$ cat src/rtl/systolic_output_collector.sv
// Drain end of the MAC array: captures skewed per-column psums of one output
// row, saturates each to OW bits and writes the row to the output buffer,
// then pulses row_done back to the array control unit.
module systolic_output_collector #(
    parameter int N       = 4,
    parameter int AW      = 32,
    parameter int OW      = 16,
    parameter int TIMEOUT = 64
) (
    input  logic                    i_clk,
    input  logic                    i_rst_n,
    input  logic                    i_row_start,
    input  logic [$clog2(N)-1:0]    i_row_dst,
    input  logic [N-1:0]            i_psum_valid,
    input  logic [N*AW-1:0]         i_psum_data,
    output logic                    o_mem_we,
    output logic [2*$clog2(N)-1:0]  o_mem_addr,
    output logic [OW-1:0]           o_mem_wdata,
    output logic                    o_row_done,
    output logic                    o_busy,
    output logic                    o_err_sticky,
    input  logic                    i_err_clr
);

    localparam int LN = $clog2(N);
    localparam int TW = $clog2(TIMEOUT + 1);

    // Saturation bounds held at accumulator width for a signed compare
    localparam logic [AW-1:0] SMAX = {{(AW-OW+1){1'b0}}, {(OW-1){1'b1}}};
    localparam logic [AW-1:0] SMIN = {{(AW-OW+1){1'b1}}, {(OW-1){1'b0}}};

    typedef enum logic [1:0] {S_IDLE, S_COLLECT, S_WRITE, S_DONE} state_t;

    state_t                r_state, w_state_nxt;
    logic [LN-1:0]         r_dst;
    logic [LN-1:0]         r_col;
    logic [N-1:0]          r_mask;
    logic [TW-1:0]         r_timer;
    logic [N-1:0][AW-1:0]  r_cap;
    logic [N-1:0]          w_mask_nxt;
    logic                  w_timeout;
    logic                  w_err_set;

    function automatic logic [OW-1:0] sat(input logic [AW-1:0] x);
        if ($signed(x) > $signed(SMAX))      return SMAX[OW-1:0];
        else if ($signed(x) < $signed(SMIN)) return SMIN[OW-1:0];
        else                                 return x[OW-1:0];
    endfunction

    assign o_busy = (r_state != S_IDLE);

    // State register
    always_ff @(posedge i_clk or negedge i_rst_n) begin
        if (!i_rst_n) r_state <= S_IDLE;
        else          r_state <= w_state_nxt;
    end

    // Next state; the mask check includes this cycle's captures so the last
    // capture edge also moves to WRITE
    always_comb begin
        w_state_nxt = r_state;
        w_timeout   = 1'b0;
        w_mask_nxt  = r_mask | i_psum_valid;
        case (r_state)
            S_IDLE:    if (i_row_start) w_state_nxt = S_COLLECT;
            S_COLLECT: begin
                if (&w_mask_nxt) begin
                    w_state_nxt = S_WRITE;
                end else if (r_timer == TW'(TIMEOUT - 1)) begin
                    w_timeout   = 1'b1;
                    w_state_nxt = S_DONE;
                end
            end
            S_WRITE:   if (r_col == LN'(N - 1)) w_state_nxt = S_DONE;
            S_DONE:    w_state_nxt = S_IDLE;
            default:   w_state_nxt = S_IDLE;
        endcase
        w_err_set = ((r_state == S_IDLE) && (|i_psum_valid)) ||
                    ((r_state == S_COLLECT) && (|(i_psum_valid & r_mask))) ||
                    w_timeout;
    end

    // Capture path: destination latch, first-value-wins capture, timer, column walk
    always_ff @(posedge i_clk or negedge i_rst_n) begin
        if (!i_rst_n) begin
            r_dst   <= '0;
            r_col   <= '0;
            r_mask  <= '0;
            r_timer <= '0;
            r_cap   <= '0;
        end else begin
            case (r_state)
                S_IDLE: begin
                    if (i_row_start) begin
                        r_dst   <= i_row_dst;
                        r_mask  <= '0;
                        r_timer <= '0;
                    end
                end
                S_COLLECT: begin
                    for (int j = 0; j < N; j++)
                        if (i_psum_valid[j] && !r_mask[j])
                            r_cap[j] <= i_psum_data[j*AW +: AW];
                    r_mask  <= w_mask_nxt;
                    r_timer <= r_timer + TW'(1);
                    r_col   <= '0;
                end
                S_WRITE: r_col <= r_col + LN'(1);
                default: ;
            endcase
        end
    end

    // Registered buffer write port and completion pulse; addr/data zero when idle
    always_ff @(posedge i_clk or negedge i_rst_n) begin
        if (!i_rst_n) begin
            o_mem_we    <= 1'b0;
            o_mem_addr  <= '0;
            o_mem_wdata <= '0;
            o_row_done  <= 1'b0;
        end else begin
            o_mem_we    <= (r_state == S_WRITE);
            o_mem_addr  <= (r_state == S_WRITE) ? {r_dst, r_col} : '0;
            o_mem_wdata <= (r_state == S_WRITE) ? sat(r_cap[r_col]) : '0;
            o_row_done  <= (r_state == S_DONE);
        end
    end

    // Sticky error; a new error beats a same-cycle clear
    always_ff @(posedge i_clk or negedge i_rst_n) begin
        if (!i_rst_n)       o_err_sticky <= 1'b0;
        else if (w_err_set) o_err_sticky <= 1'b1;
        else if (i_err_clr) o_err_sticky <= 1'b0;
    end

endmodule

$ cat config.mk
export PLATFORM = sky130hd
export DESIGN_NAME = systolic_output_collector
export DESIGN_NICKNAME = d
export VERILOG_FILES = /design/src/rtl/systolic_output_collector.sv
export SDC_FILE = /design/constraint.sdc
export NUM_CORES = 1
export LEC_CHECK = 0
export BUFFER_PORTS_ARGS = -buffer_cell sky130_fd_sc_hd__buf_2
export CORE_MARGIN = 4
export CORE_UTILIZATION = 45
export CTS_CLUSTER_SIZE = 24
export DETAILED_ROUTE_END_ITERATION = 8
export GPL_TIMING_DRIVEN = 0
export PLACE_DENSITY = 0.79
export SYNTH_ARGS = -nofsm -noshare
export SYNTH_HDL_FRONTEND = slang
export SYNTH_SLANG_ARGS = --single-unit
$ cat constraint.sdc
create_clock -name i_clk -period 2.2 [get_ports i_clk]
set_input_delay 0.44 -clock i_clk [delete_from_list [all_inputs] [get_ports i_clk]]
set_output_delay 0.44 -clock i_clk [all_outputs]
set_load 0.02 [all_outputs]
### Word-level counts from Yosys, hierarchy flattened

Cells that the tools add are included.

* add/subtract/negate cells: 2
* multiply operators: 0
* divide/modulo/power cells: 0
* order comparisons: 3
* eq/ne operators: 8
* shift operators: 0
* multiplexer cells: 21
* bitwise operators: 2
* reduce and logical (&&, ||, !) cells: 27

Operators with widths (count)
* 32-bit binary-select mux with 2-bit select: 1
* 16-bit two-way mux: 3
* 32-bit by 16-bit > comparator with 1-bit output, second input constant: 1
* 32-bit by 16-bit < comparator with 1-bit output, second input constant: 1
* 32-bit two-way mux: 1
* 7-bit case mux with 2 select lines: 1
* 2-bit AND reduction: 6
* 2-bit two-way mux: 4
* 4-bit two-way mux: 2
* 2-bit case mux with 4 select lines: 1
* 4-bit case mux with 2 select lines: 1
* 2-bit nonzero test: 4
* 4-bit OR reduction: 2
* 7-bit by 1-bit adder with 7-bit output, second input constant: 1
* 7-bit by 6-bit == test with 1-bit output, second input constant: 1
* 7-bit two-way mux: 1
* 2-bit == test, second input constant: 3
* 1-bit logical AND: 6
* 1-bit two-way mux: 5
* 4-bit bitwise AND: 1
* 1-bit zero test: 4
* 2-bit != test, second input constant: 2
* 4-bit bitwise OR: 1
* 2-bit case mux with 2 select lines: 1
* 8 further kinds: 9

* register bits: 168
* latch bits: 0
* RAM bits: 0
* ROM bits: 0
* input bits: 138
* output and inout port bits: 24
* word-level logic and storage cells: 77
* memories kept: 0

### Longest topological paths before layout

* word-level depth: 6
* mapped depth: 8
* gate-level depth less buffers: 7

### Least setup slack after synthesis

No wires, ideal clock.

* kind: reg-to-reg
* start point: register r_col[0]
* end point: register o_mem_wdata[10]
* library setup time: 0.125 ns
* data arrival time: 1.883 ns
* required time: 2.075 ns
* slack: 0.192 ns
* cell stages (with the launch flop): 9
* buffers on the path: 3
* clock period less this slack: 2.008 ns
* cells stage by stage: dfrtp_1 > buf_6 > buf_12 > mux4_1 > nor4_1 > nand4_1 > nand3b_2 > buf_8 > o21ai_1

* cells in the longest elaborated chain, start to end: 6
* elaborated cells on any way between the ends: 7
* those cells by class: order compare (2); mux (5)

Ends and longest elaborated chain
* from (decl): RTL line 36 `logic [LN-1:0] r_col;`
* from (signal assigned): RTL line 108 `S_WRITE: r_col <= r_col + LN'(1);`
* 32-bit binary-select mux with 2-bit select (*): RTL line 124 `o_mem_wdata <= (r_state == S_WRITE) ? sat(r_cap[r_col]) : '0;`
* 32-bit two-way mux (implied by the code) (*): RTL line 124
* 32-bit by 16-bit < comparator with 1-bit output: RTL line 46 `else if ($signed(x) < $signed(SMIN)) return SMIN[OW-1:0];`
* 16-bit two-way mux: RTL line 46
* 16-bit two-way mux (*): RTL line 45 `if ($signed(x) > $signed(SMAX)) return SMAX[OW-1:0];`
* 16-bit two-way mux (*): RTL line 124
* to (signal assigned): RTL line 124
* to (decl): RTL line 18 `output logic [OW-1:0] o_mem_wdata,`

Every way passes the cells marked *; elsewhere a longest branch is shown, timed or not. The select of a mux whose other input is x is not followed.
A chain may end at the register's enable or synchronous reset.

### Worst setup path in the final report

* start point: register r_col[0]
* end point: register o_mem_wdata[14]

Same word-level chain as after synthesis.

==> impl_results.md <==
* Critical Path Stages at 9
* Crit share post-route at 1.06
* Total number of vias at 4977
* HP Class: in2async
* Critical path capture point type: flip-flop
* Cell at the root of the clock tree: clkbuf_16
* Hold-fix buffers at CTS at 0
* Highest ir drop seen on vdd at a little under 0.0008 V
* Critical path origin: r_col[0]
* Worst path cell trace: buf_6 -> buf_16 -> mux4_2 -> buf_4 -> nand4_1 -> nor4_2 -> nor2b_2 -> clkbuf_4 -> o21ai_1
* Full die area at 18600 sq um
* Share of the yosys chip area belonging to registers at 0.568
* WP data required at approximately 2.5 ns
* Share of final-layout standard cells stronger than drive strength 1 at 0.566
* Highest-count cells in the layout ignoring fill and taps: 168 x dfrtp_1, 165 x buf_2, 132 x mux2_2
* Synth Area per Inst at around 15 sq um
* Power Total at roughly 14 mW
* Gr ovfl total at 0
* Number of search-and-repair iterations in the first detailed-routing pass at 4
* Clock input transition at the sequential cells of the worst setup and hold paths at approximately 0.060 ns
* Die width at ~140 um
* Final Skew at ~0.0069 ns
* Largest net degree at the start of global routing at approximately 100
* Worst Tran Pin Value at slightly below 0.7 ns
* Number of buffer and inverter stages on the critical path at 4
* Final core area utilization at 0.581
* Slew Limit Headroom at 0.549
* Startpoint class of the critical path: flip-flop
* Initial core utilization at 0.463
* Wire length of the first global-routing pass at 28800 um
* Total count of max-transition violations in the final report at 0
* Min setup slack post-route at -0.142 ns
* Count of endpoints failing hold in the final timing report at 0
* Violations in the final reports: setup timing
* Aggregate global-route resource usage at 0.206
* Top cell family by delay on the critical path: buffers and inverters
* Core region area at about 16000 sq um
* Class of the most critical setup path: reg2reg
* CTS tree: done
* Antenna violations before repair at 3
* Netlist area before placement at 7410 sq um
* Area delta synth->final at 25.4%
* Synthesis warning total at 0
* Distinct cells, synth at 43
* Startpoint of the worst-slack reg-to-reg timing path: r_col[0]
* Maximum capacitance violations at 0
* Detailed router's first-iteration violation count at approximately 300
* Largest fanout of any net on the critical path at 10
* Final routed DRC violation total at 0
* DP HPWL at 13400 um
* Number of cell rows at 46
* Number of nets with antenna violations after routing at 0
* Quantity of I/O buffers inserted on ports at roughly 160
* Timing-limited maximum frequency at roughly 0.43 GHz
* Via count of the first global-routing pass at ~5400
* # clock sinks at approximately 170
* Vertical extent of the die at approximately 140 um
* Clk Latency, worst-skew pair at roughly 0.43 ns
* GR Layer Usage met2 at 0.355
* GRT met3 Usage at 0.0563
* Run status: finished, violations left
* Count of nets after finishing at between 800 and 900
* Average via count per standard cell at 5.45
* Layer with the highest usage after global routing: met2
* Slowest stage cell, crit path: mux4_2
* Total wire length at ~19000 um
* Total nets after synthesis at roughly 640
* Filler-free cell count of the finished design at around 910
* Minimum period implied by the final worst setup slack at about 2.3 ns
* Number of clock buffers inserted by TritonCTS at 17
* Arrival time at the worst endpoint at between 2 and 3 ns
* Fraction of synthesized cell area taken by the top area cell type at 0.568
* Delay of the slowest critical-path stage at about 0.54 ns
* Power density relative to cell area at between 1000 and 1500 nW/um^2
* Main area contributors after synthesis: dfrtp_1 57%, mux2_2 20%, mux4_1 5.3%
* Placed cell count at slightly below 900
* Final setup violation count at 15
* Total I/O pin count at 162
* GR met1 Demand/Resource at 0.256
* Leakage at about 4.3 nW
* Max Root-Sink Buffers at 2
* Cell taking the most area after synthesis: dfrtp_1
* Routed length per placed instance at just over 20 um
* Yosys reg bits at 168
* Final estimated routing congestion in global placement at 0.837
* Reg2reg path depth at 9
* Cell count after synthesis at 491
* Most common library cell in the layout ignoring fill and taps: dfrtp_1
* Deepest level of the CTS H-tree at 4
* RSZ-0062 raised after global routing: true
registers in the layout, summed over array words and instances (netlist names):
register      cells
r_cap           128
r_dst             2
r_state           2
o_mem_we          1
r_timer           7
o_err_sticky      1
o_row_done        1
o_mem_wdata      16
r_col             2
o_mem_addr        4
r_mask            4
kinds of logic after synthesis:
| logic type | after synthesis | share of synthesized area |
|---|---|---|
| adders and majority gates | 6 | 0.0101 |
| and+or+nand+nor | 63 | 0.0466 |
| xor gates and xnor gates | 3 | 0.00355 |
| muxes | 165 | 0.307 |
| DFF | 168 | 0.568 |
| buffers and inverters | 36 | 0.0260 |
| AOI/OAI and AO/OA | 50 | 0.0390 |
per-layer routing:
| layer | up-vias | routed length, um |
|---|---|---|
| met1 | 2550 | 7590 |
| met2 | 182 | 9550 |
| met4 | 4 | 280 |
| li1 | 2211 | - |
| met3 | 30 | 1250 |
| met5 | - | 14 |
per-stage QoR:
stage	TNS, ns	hold slack, ns	setup WS [ns]	instance area (sq um)
after floorplan	0	0.144	0.192	7410
after global placement	-294.76	0.463	-1.65	8480
after detailed placement	-28.07	0.470	-0.397	8520
after CTS	-1.30	0.0349	-0.122	9200
after global routing	-3.72	0.0676	-0.271	9290
final	-1.67	0.0204	-0.142	9290
worst paths after layout:
kind | slack, ns | end
worst max-delay path | -0.14 | o_mem_wdata[14]
worst min-delay path | 0.02 | r_cap[16]
worst max register to register | -0.14 | o_mem_wdata[14]
worst min register to register | 0.49 | o_mem_addr[2]
max in group asynchronous | 1.29 | r_cap[9]
min in group i_clk | 0.24 | r_cap[46]
worst reg2reg max path, cell delays in order (launching register included):
cell and delay (ns):
dfrtp_1 0.37, buf_6 0.18, buf_16 0.15, mux4_2 0.54, buf_4 0.16, nand4_1 0.11
nor4_2 0.08, nor2b_2 0.23, clkbuf_4 0.30, o21ai_1 0.11
synthesized netlist by cell type:
cell      number
o21ai_1        9
a22oi_1        3
a31oi_1        1
o22ai_1        2
nor3_1         1
nor2_1         7
buf_2          3
ha_1           6
o21ai_2        1
and2_1         5
mux2_2       132
nand3b_1       4
nand3b_2       1
clkbuf_8       1
mux2i_1        1
nor4_2         1
o21ai_0       17
o21a_1         1
a222oi_1       1
buf_1          4
nor2b_1        4
buf_12         1
clkbuf_2       1
xnor2_1        3
nand2_1       17
a32o_1         1
dfrtp_1      168
o311ai_0       2
nand2b_1       2
mux4_1        15
o22a_1         1
nor4_1         4
or2_2          2
and3_1         3
mux4_2        17
nand4_1        7
nand3_1        4
buf_8          1
inv_1          8
clkbuf_1      15
buf_6          2
or4_1          1
a21oi_1       11
final cells by class:
class	instances	area, sq um
Clock inverter	13	145
Buffer	28	214
Sequential cell	168	4200
Tap cell	216	270
Fill cell	1325	6710
Timing Repair Buffer	173	946
Clock buffer	19	453
Inverter	8	30.0
Antenna cell	1	2.50
Multi-Input combinational cell	287	3020
power breakdown:
| part | leakage, nW | switching (mW) | internal (mW) |
|---|---|---|---|
| sequential | 2.05 | 0.815 | 4.59 |
| clock | 0.291 | 1.24 | 1.74 |
| combinational | 1.91 | 2.35 | 2.81 |
what timing repair did:
item | CTS | global route
cloned | 1 | 0
gates resized for setup | 31 | 19
pin swaps | 3 | 5
endpoints found under the setup margin | 118 | 113
setup buffers | 3 | 7
(Power assumes the default switching activity.)
